==> src/rtl/hazard_fwd_ctrl.sv <==
// Forwarding and load-use hazard controller for the five-stage pipeline.
// Picks the nearest valid producer per operand and holds load-use stalls for LOAD_LAT cycles.
module hazard_fwd_ctrl #(
   parameter int AW       = 5,
   parameter int NSTG     = 3,
   parameter int LOAD_LAT = 1,
   parameter int CNT_W    = 32,
   parameter int SW       = $clog2(NSTG+1)
) (
   input  logic                clk,
   input  logic                rst,
   input  logic                id_valid,
   input  logic [AW-1:0]       id_ra,
   input  logic [AW-1:0]       id_rb,
   input  logic                id_use_a,
   input  logic                id_use_b,
   input  logic [NSTG*AW-1:0]  stg_rw,
   input  logic [NSTG-1:0]     stg_we,
   input  logic [NSTG-1:0]     stg_is_load,
   input  logic                flush,
   input  logic                cnt_clr,
   output logic [SW-1:0]       fwd_a_sel,
   output logic [SW-1:0]       fwd_b_sel,
   output logic                stall,
   output logic                bubble,
   output logic [CNT_W-1:0]    stall_cnt,
   output logic [CNT_W-1:0]    fwd_cnt
);

   localparam int RW = $clog2(LOAD_LAT+1);

   typedef enum logic {S_IDLE, S_HOLD} state_t;

   state_t            r_state, w_state_next;
   logic [RW-1:0]     r_rem, w_rem_next;
   logic [NSTG-1:0]   w_match_a, w_match_b;
   logic [SW-1:0]     w_sel_a, w_sel_b;
   logic              w_hazard;
   logic              w_fwd_inc;
   logic [CNT_W-1:0]  r_stall_cnt, r_fwd_cnt;
   logic              w_unused;

   // Register 0 is hard-wired to zero, so it is never a forwarding source.
   generate
      for (genvar gi = 0; gi < NSTG; gi++) begin : g_match
         assign w_match_a[gi] = id_valid && id_use_a && stg_we[gi] &&
                                (stg_rw[gi*AW +: AW] == id_ra) && (id_ra != '0);
         assign w_match_b[gi] = id_valid && id_use_b && stg_we[gi] &&
                                (stg_rw[gi*AW +: AW] == id_rb) && (id_rb != '0);
      end
   endgenerate

   // Scan oldest to nearest so the nearest matching stage overwrites older ones.
   always_comb begin
      w_sel_a = '0;
      w_sel_b = '0;
      for (int k = NSTG-1; k >= 0; k--) begin
         if (w_match_a[k]) w_sel_a = SW'(k+1);
         if (w_match_b[k]) w_sel_b = SW'(k+1);
      end
   end

   assign w_hazard = stg_is_load[0] && ((w_sel_a == SW'(1)) || (w_sel_b == SW'(1)));
   assign w_unused = ^stg_is_load;

   always_comb begin
      w_state_next = r_state;
      w_rem_next   = r_rem;
      stall        = 1'b0;
      bubble       = 1'b0;
      if (flush) begin
         bubble       = 1'b1;
         w_state_next = S_IDLE;
         w_rem_next   = '0;
      end else if (r_state == S_HOLD) begin
         stall      = 1'b1;
         bubble     = 1'b1;
         w_rem_next = r_rem - RW'(1);
         if (r_rem == RW'(1)) w_state_next = S_IDLE;
      end else if (w_hazard) begin
         stall  = 1'b1;
         bubble = 1'b1;
         if (LOAD_LAT > 1) begin
            w_state_next = S_HOLD;
            w_rem_next   = RW'(LOAD_LAT-1);
         end
      end
   end

   always_ff @(posedge clk) begin
      if (rst) begin
         r_state <= S_IDLE;
         r_rem   <= '0;
      end else begin
         r_state <= w_state_next;
         r_rem   <= w_rem_next;
      end
   end

   assign w_fwd_inc = id_valid && !stall && !flush && ((w_sel_a != '0) || (w_sel_b != '0));

   always_ff @(posedge clk) begin
      if (rst || cnt_clr) begin
         r_stall_cnt <= '0;
         r_fwd_cnt   <= '0;
      end else begin
         if (stall && (r_stall_cnt != '1)) r_stall_cnt <= r_stall_cnt + CNT_W'(1);
         if (w_fwd_inc && (r_fwd_cnt != '1)) r_fwd_cnt <= r_fwd_cnt + CNT_W'(1);
      end
   end

   assign fwd_a_sel = w_sel_a;
   assign fwd_b_sel = w_sel_b;
   assign stall_cnt = r_stall_cnt;
   assign fwd_cnt   = r_fwd_cnt;

endmodule

==> config.mk <==
export PLATFORM = sky130hd
export DESIGN_NAME = hazard_fwd_ctrl
export DESIGN_NICKNAME = d
export VERILOG_FILES = /design/src/rtl/hazard_fwd_ctrl.sv
export SDC_FILE = /design/constraint.sdc
export NUM_CORES = 1
export LEC_CHECK = 0
export CAP_MARGIN = 20
export CORE_ASPECT_RATIO = 1.5
export CORE_MARGIN = 4
export CORE_UTILIZATION = 25
export CTS_CLUSTER_DIAMETER = 200
export DETAILED_ROUTE_END_ITERATION = 10
export GPL_ROUTABILITY_DRIVEN = 0
export PLACE_DENSITY_LB_ADDON = 0.15
export SYNTH_ARGS = -nofsm -noshare
export SYNTH_HDL_FRONTEND = slang
export SYNTH_SLANG_ARGS = --single-unit
==> constraint.sdc <==
create_clock -name clk -period 2.45 [get_ports clk]
set_clock_uncertainty 0.2 [all_clocks]
set_input_delay 0.3675 -clock clk [delete_from_list [all_inputs] [get_ports clk]]
set_output_delay 0.3675 -clock clk [all_outputs]
set_load 0.02 [all_outputs]
# Word-level counts from Yosys, hierarchy flattened
# Index checks and enable logic that the tools add are counted.
dict set report word_totals {
  out_inout_bits 70
  register_bits 66
}
dict set report op_classes {
  bitwise_logic 1
  mux 11
  addsub 3
  n_reduce_logical 37
  n_eq_ne 10
}
# op count
set op_table {}
lappend op_table {{$add 32x1->32 const B} 2}
lappend op_table {{$ne 32x32->1 const B} 2}
lappend op_table {{$eq 5x5->1} 6}
lappend op_table {{$logic_and 1x1->1} 26}
lappend op_table {{$mux 2} 6}
lappend op_table {{$reduce_bool 5->1} 2}
lappend op_table {{$mux 1} 5}
lappend op_table {{$eq 2x1->1 const B} 2}
lappend op_table {{$reduce_bool 2->1} 2}
lappend op_table {{$logic_or 1x1->1} 3}
lappend op_table {{$reduce_or 3->1} 1}
lappend op_table {{$logic_not 1->1} 2}
lappend op_table {{$reduce_or 2->1} 1}
lappend op_table {{$not 1->1} 1}
lappend op_table {{$sub 1x1->1 const B} 1}

# Logic depth before layout (Yosys ltp)
# Gate-level depths: netlist (run 1).
dict set report depth {
  ltp_word 18
  mapped_depth 11
  ltp_nobuf 7
}

# Least setup slack after synthesis (run 1)
# OpenSTA, ideal clock, no wires.
dict set report synth_path {
  path_kind {flip-flop to flip-flop}
  from {register r_fwd_cnt[11] (netlist: fwd_cnt[11])}
  to {register r_fwd_cnt[0] (netlist: fwd_cnt[0])}
  path_stages_with_launch 12
  n_path_buf 4
  setup_time_ns 0.070
  t_arrival_ns 2.400
  setup_slack_ns -0.221
  path_cell_list {dfxtp_1 -> and4_1 -> and3_1 -> and3_1 -> clkbuf_1 -> and3_1 -> and3_1 -> clkbuf_1 -> buf_4 -> buf_2 -> o21ai_0 -> a21oi_1}
}
dict set report synth_between {
  elab_chain_len 2
}
# item line_no
set synth_lines {}
lappend synth_lines {{start, declared} 40} ;# logic [CNT_W-1:0] r_stall_cnt, r_fwd_cnt;
lappend synth_lines {{start signal, assigned} 108} ;# if (w_fwd_inc && (r_fwd_cnt != '1)) r_fwd_cnt <= r_fwd_cnt + CNT_W'(1);
lappend synth_lines {{$ne 32x32->1} 108}
lappend synth_lines {{$logic_and 1x1->1} 108}
# Every way passes these cells.
# A chain may end at the register's enable or synchronous reset.

# Final worst setup path (run 1)
dict set report layout_path {
  from {input id_ra[0]}
  to {register r_fwd_cnt[16] (netlist: fwd_cnt[16])}
}
dict set report layout_between {
  elab_chain_len 17
}
# item line_no
set layout_lines {}
lappend layout_lines {{start, declared} 13} ;# input logic [AW-1:0] id_ra,
lappend layout_lines {{$eq 5x5->1} 47} ;# (stg_rw[gi*AW +: AW] == id_ra) && (id_ra != '0);
lappend layout_lines {{$logic_and 1x1->1} 46} ;# assign w_match_a[gi] = id_valid && id_use_a && stg_we[gi] &&
lappend layout_lines {{$logic_and 1x1->1} 47}
lappend layout_lines {{$mux 2 (2 in a row)} 58} ;# if (w_match_a[k]) w_sel_a = SW'(k+1);
lappend layout_lines {{$mux 2 *} 58}
lappend layout_lines {{$eq 2x1->1} 63} ;# assign w_hazard = stg_is_load[0] && ((w_sel_a == SW'(1)) || (w_sel_b == SW'(1)));
lappend layout_lines {{$logic_or 1x1->1} 63}
lappend layout_lines {{$logic_and 1x1->1} 63}
lappend layout_lines {{$mux 1} 80} ;# end else if (w_hazard) begin
lappend layout_lines {{$mux 1} 75} ;# end else if (r_state == S_HOLD) begin
lappend layout_lines {{$mux 1} 71} ;# if (flush) begin
lappend layout_lines {{$logic_not 1->1} 100} ;# assign w_fwd_inc = id_valid && !stall && !flush && ((w_sel_a != '0) || (w_sel_b != '0));
lappend layout_lines {{$logic_and 1x1->1 (2 in a row)} 100}
lappend layout_lines {{$logic_and 1x1->1 *} 100}
lappend layout_lines {{$logic_and 1x1->1 *} 108}
# Every way passes the cells marked *; elsewhere a longest branch is shown, timed or not.

==> results.yml, run 1 <==
layout:
  fillers: 1505
  nets: 736
  areaGrowthSynthToFinish_pct: 80.4
  seq_area_um2: 1330
  multi_input_area_um2: 2860
  drive_gt1_share_pct: 37.4
  num_antenna_cells: 0
  final_cell_area_um2: 7010
yosys:
  synth-main-ff-cell: "dfxtp_1"
  yosysSeqAreaShare_pct: 34.0
  synth.distinct_cells: 49
  synth_top_family_by_area: "simple AND/OR/NAND/NOR gates"
  syn_area_um2: 3880
  synth_edf_count: 0
  yosysWarningCount: 0
  syn-num-nets: 511
  syn_avg_cell_area_um2: 8.25
  synth_top_area_share_pct: 34.0
  synthesis.instances: 471
  yosys.area_share.simple_pct: 30.8
  synth_adder_area_share_pct: 0.644
  async_reset_ff_share_pct: 0
  yosysTopAreaCell: "dfxtp_1"
  synth-seq-cells: 66
  synthXorXnorAreaFrac_pct: 8.80
  synth-compound-area-share_pct: 21.2
  synth_area_leaders: "dfxtp_1 34%, a21oi_1 5.4%, xor2_1 4.5%"
  synth_mux_area_share_pct: 1.29
place:
  dpl.hpwl_um: 10200
  place_ws_ns: -1.05
  post_dp_cell_area_um2: 5890
  portBuffers: 105
clocking:
  numCtsBuffers: 9
  cts_hold_buf: 0
  cts_tree: "done"
  cts-root-buf: "clkbuf_16"
  clkLatencyLatePin_ns: 0.33
  htree_levels: 3
  cts.sinks: 66
  cts_buffer_depth: 2
  clk_pin_slew_worst_paths_ns: 0.06
pwr:
  p_leak_uw: 0.00259
  power.density_nw_per_um2: 391
  vdd_drop_max_mv: 0.378
floorplanning:
  rows: 55
  fp.dieArea_um2: 17600
  io_pins: 108
  coreArea_um2: 15100
  die_w_um: 110
  start_util_pct: 25.7
  die_h_um: 161
global_routing:
  antenna_found_initial: 0
  met1_usage_pct: 18.2
  grt-busiest-layer: "met2"
  grt_use_met3_pct: 2.69
  use_met2_pct: 28.5
  grt_pass1_wl_um: 22400
  grt-ovfl-total: 0
  grt_pass1_vias: 4470
  grt_usage_pct: 15.8
  grt_max_degree: 28
critical_path:
  rr_worst_depth: 8
  r2r_slack_ns: -0.02
  path_max_fanout: 23
  endpoint_kind: "register"
  path_class: "in2reg"
  rr_startpoint: "stall_cnt[2]"
  crit-reg2reg-capture: "stall_cnt[9]"
  arrival_ns: 2.75
  worst_setup_path_start_kind: "input port"
  crit_required_ns: 2.51
status:
  status: "finished, violations left"
  violations: "negative setup slack"
route:
  vias: 4509
  wire_per_inst_um: 16.1
  drc_errors: 0
  drt_iter0_markers: 164
  viasPerCell: 5.01
  ant_nets: 0
  wl_um: 14500
  dr.pass1.iters: 5
flow_run:
  max_cap_violations: 0
sta:
  finalCritPeriodShare_pct: 110
  rsz0062_at_grt: "true"
  drv_slew: 0
  final.min_clock_period_ns: 2.69
  tightest_slew_ns: 0.480
  finalSetupViolations: 60
  max_freq_mhz: 372
  hold_viol_final: 0
  slew_headroom_pct: 67.8
  setup_ws_ns: -0.237
  fin_tns_setup_ns: -8.20
  whs_ns: 0.257
worst_hold_path:
  hold_path_end: "r_state"
  holdCritPathClass: "reg2reg"
  hold_depth: 1
  min_from: "r_rem"
==> layout make-up <==
type                       instances  area share, %
multi-input combinational        378           40.8
timing repair buffer             237           31.9
sequential                        66           19.0
tap                              199           3.55
clock buffer                       9           3.21
clock inverter                     7           1.34
inverter                           4          0.214
==> stage by stage <==
stage / power, uW / utilization [%] / std cells
3_3_place_gp: 1340 / 38.9 / 850
3_5_place_dp: 1340 / 38.9 / 850
2_1_floorplan: 1190 / - / 471
4_1_cts: 2760 / 43.4 / 886
6_report: 2740 / 46.3 / 900
5_1_grt: 2820 / 46.3 / 900
==> cell usage in the layout, fill, tap and decap left out, types with 11 or more instances in the layout <==
cell             instances
xor2_1                  16
xnor2_1                 15
nand3_1                 21
a21oi_2                 24
nand4_1                 15
or3_1                   18
and3_1                  14
nor2_1                  30
buf_4                  103
buf_6                   31
o31ai_1                 12
clkdlybuf4s50_1         71
o21ai_0                 13
dfxtp_1                 61
a21oi_1                 18
clkbuf_16               11
nand2_1                 35
==> synth_stat cells (15+ instances only) <==
| cell type | count |
|---|---|
| or3_1 | 25 |
| nand2_1 | 37 |
| nand4_1 | 15 |
| dfxtp_1 | 66 |
| nor2_1 | 35 |
| clkbuf_1 | 15 |
| nand3_1 | 23 |
| o21ai_0 | 21 |
| a21oi_1 | 42 |
| xnor2_1 | 19 |
| xor2_1 | 20 |
==> flip-flops by register name, summed over array words and instances, names as in the netlist <==
| name | flops |
|---|---|
| r_rem | 1 |
| fwd_cnt | 32 |
| r_state | 1 |
| stall_cnt | 32 |
==> kinds of logic (layout without fill, tap and decap cells) <==
kind of cell | count (synthesis) | in the layout
muxes | 5 | 5
adders and majority gates | 2 | 2
AOI/OAI and AO/OA | 122 | 122
DFF | 66 | 66
buffers and inverters | 27 | 257
and+or+nand+nor | 210 | 210
xor gates and xnor gates | 39 | 39
==> report_power, final <==
part | internal [uW] | leakage (uW) | switching (uW)
sequential | 1070 | 0.000534 | 0.109
clock | 888 | 0.000151 | 505
combinational | 139 | 0.00190 | 135
==> layer usage <==
metal / share of wire, % / routed length, um
met1: 40 / 5850
met4: 2.1 / 310
met2: 53 / 7630
met5: 0 / 0
met3: 4.7 / 677
==> worst max-delay path by stage <==
stage	start	end	depth (start not counted)
after floorplan	id_ra[0]	fwd_cnt[16]	8
after global placement	id_ra[3]	fwd_cnt[27]	12
after detailed placement	id_ra[3]	fwd_cnt[13]	12
after CTS	id_ra[2]	fwd_cnt[24]	11
after global routing	id_ra[0]	fwd_cnt[8]	12
final	id_ra[0]	fwd_cnt[16]	12
==> worst max-delay path: stages <==
cell	delay [ns]
buf_6	0.10
buf_6	0.12
xor2_4	0.18
nor4_4	0.33
and4_4	0.28
buf_6	0.10
nor4_4	0.04
buf_4	0.14
a211o_4	0.36
buf_12	0.17
or4_1	0.40
a21oi_1	0.14
==> what timing repair did <==
item,in CTS,in global routing
gates cloned,3,4
gates resized for setup,153,96
pin swaps,27,42
setup buffers,18,12
endpoints found under the setup margin,70,64
Power figures use the tool's default switching activity.
==> inputs of run 2 (changes only) <==
--- a/config.mk
+++ b/config.mk
@@ -9,7 +9,6 @@
 export CORE_ASPECT_RATIO = 1.5
 export CORE_MARGIN = 4
 export CORE_UTILIZATION = 25
-export CTS_CLUSTER_DIAMETER = 200
 export DETAILED_ROUTE_END_ITERATION = 10
 export GPL_ROUTABILITY_DRIVEN = 0
 export PLACE_DENSITY_LB_ADDON = 0.15
==> results of run 2 <==
Final layout, timing and power as in run 1 (identical DEF).
==> inputs of run 3 (changes only) <==
--- a/config.mk
+++ b/config.mk
@@ -7,10 +7,10 @@
 export LEC_CHECK = 0
 export CAP_MARGIN = 20
 export CORE_ASPECT_RATIO = 1.5
-export CORE_MARGIN = 4
 export CORE_UTILIZATION = 25
 export DETAILED_ROUTE_END_ITERATION = 10
 export GPL_ROUTABILITY_DRIVEN = 0
+export MAX_ROUTING_LAYER = met4
 export PLACE_DENSITY_LB_ADDON = 0.15
 export SYNTH_ARGS = -nofsm -noshare
 export SYNTH_HDL_FRONTEND = slang
==> run 3 against run 2 <==
The flow still finishes with violations (negative setup slack); final cell count decreased by 0.44%; worst hold slack got worse by 0.019 ns; sequential share of layout area increased by 0.12 points; highest routed layer unchanged.
==> results.yml, run 3 (synthesized netlist as in run 1, its figures left out) <==
sta:
  max_freq_mhz: 388
  fin_tns_setup_ns: -2.04
  hold_viol_final: 0
  slew_headroom_pct: 73.4
  finalCritPeriodShare_pct: 105
  rsz0062_at_grt: "true"
  finalSetupViolations: 28
  final.min_clock_period_ns: 2.58
  whs_ns: 0.238
  drv_slew: 0
  setup_ws_ns: -0.126
  tightest_slew_ns: 0.397
layout:
  fin_util_pct: 46.0
  nets: 732
  num_antenna_cells: 0
  fillers: 1513
  areaGrowthSynthToFinish_pct: 79.2
  layout_commonest_cell: "buf_4"
  seq_area_um2: 1330
  final_cell_mix: "106 x buf_4, 72 x clkdlybuf4s50_1, 61 x dfxtp_1"
  multi_input_area_um2: 2840
  drive_gt1_share_pct: 37.2
  final_cells: 896
clocking:
  cts.sinks: 66
  cts-root-buf: "clkbuf_16"
  cts_tree: "done"
  htree_levels: 3
  clk_pin_slew_worst_paths_ns: 0.06
  numCtsBuffers: 9
  clkLatencyLatePin_ns: 0.34
  cts_buffer_depth: 2
critical_path:
  crit_required_ns: 2.47
  arrival_ns: 2.60
  path_class: "in2reg"
  worst_setup_path_start_kind: "input port"
  endpoint_kind: "register"
  path_max_fanout: 5
pwr:
  power.density_nw_per_um2: 428
  vdd_drop_max_mv: 0.284
  p_leak_uw: 0.00255
place:
  portBuffers: 105
  dpl.hpwl_um: 9860
  dp_cells: 852
global_routing:
  grt_pass1_vias: 4511
  antenna_found_initial: 0
  grt-ovfl-total: 0
  grt_max_degree: 41
  grt_usage_pct: 17.9
  grt_pass1_wl_um: 22500
route:
  viasPerCell: 5.02
  drc_errors: 0
  wl_um: 14200
  vias: 4497
  drt_iter0_markers: 123
  dr.pass1.iters: 4
  wire_per_inst_um: 15.8
  ant_nets: 0
flow_run:
  max_cap_violations: 0
worst_hold_path:
  holdCritPathClass: "reg2reg"
floorplanning:
  die_h_um: 155
  fp.dieArea_um2: 16000
  start_util_pct: 25.7
  rows: 55
  coreArea_um2: 15100
  die_w_um: 104
  io_pins: 108
status:
  violations: "negative setup slack"
  status: "finished, violations left"
## run 3: final cells by class
type / instances / share of cell area (%)
multi-input cells: 378 / 40.9
repair buffers: 233 / 30.8
flip-flops and latches: 66 / 19.1
well taps: 199 / 3.58
clock buffers: 10 / 3.43
clock inverters: 6 / 1.98
inverters: 4 / 0.216
## run 3: stage by stage
step / power, uW / instance area, um2 / setup slack (ns)
after global routing: 3080 / 6960 / -0.197
after floorplan: 1190 / 3920 / -0.107
after global placement: 1340 / 5940 / -0.976
after CTS: 3000 / 6620 / -0.142
after detailed placement: 1340 / 5940 / -0.963
final: 2980 / 6960 / -0.126
## run 3: path summary, 6_finish.rpt
check               from          end  slack, ns  cells past startpoint
max             id_ra[0]  fwd_cnt[25]      -0.13                     12
min                r_rem      r_state       0.24                      1
max reg2reg  fwd_cnt[14]  fwd_cnt[14]       0.04                      8
min reg2reg        r_rem      r_state       0.24                      1
## run 3: what timing repair did
item,CTS,global route
gates resized for setup,154,71
cloned,3,2
hold buffers,0,0
setup buffers,17,8
setup endpoints to repair,70,63
pin swaps,26,26
## run 3: critical path: stages
cell and delay [ns]:
buf_6 0.10, or4_4 0.54, o211a_4 0.26, buf_6 0.11, and4_4 0.16, buf_12 0.12, nor4_4 0.16, buf_4 0.17
a2111oi_4 0.08, buf_4 0.17, clkbuf_16 0.15, a41o_1 0.21
## run 3: report_power, final
group / total [uW] / switching, uW / leakage [uW] / internal [uW]
Sequential: 1070 / 0.0606 / 0.000534 / 1070
Combinational: 274 / 133 / 0.00183 / 141
Clock: 1630 / 505 / 0.000183 / 1130
## run 3: per-layer routing
metal	GRT usage, %	part of all wire, %
met5	-	0
met4	7.76	2.8
met3	2.87	3.4
met2	32.2	53
met1	19.3	41
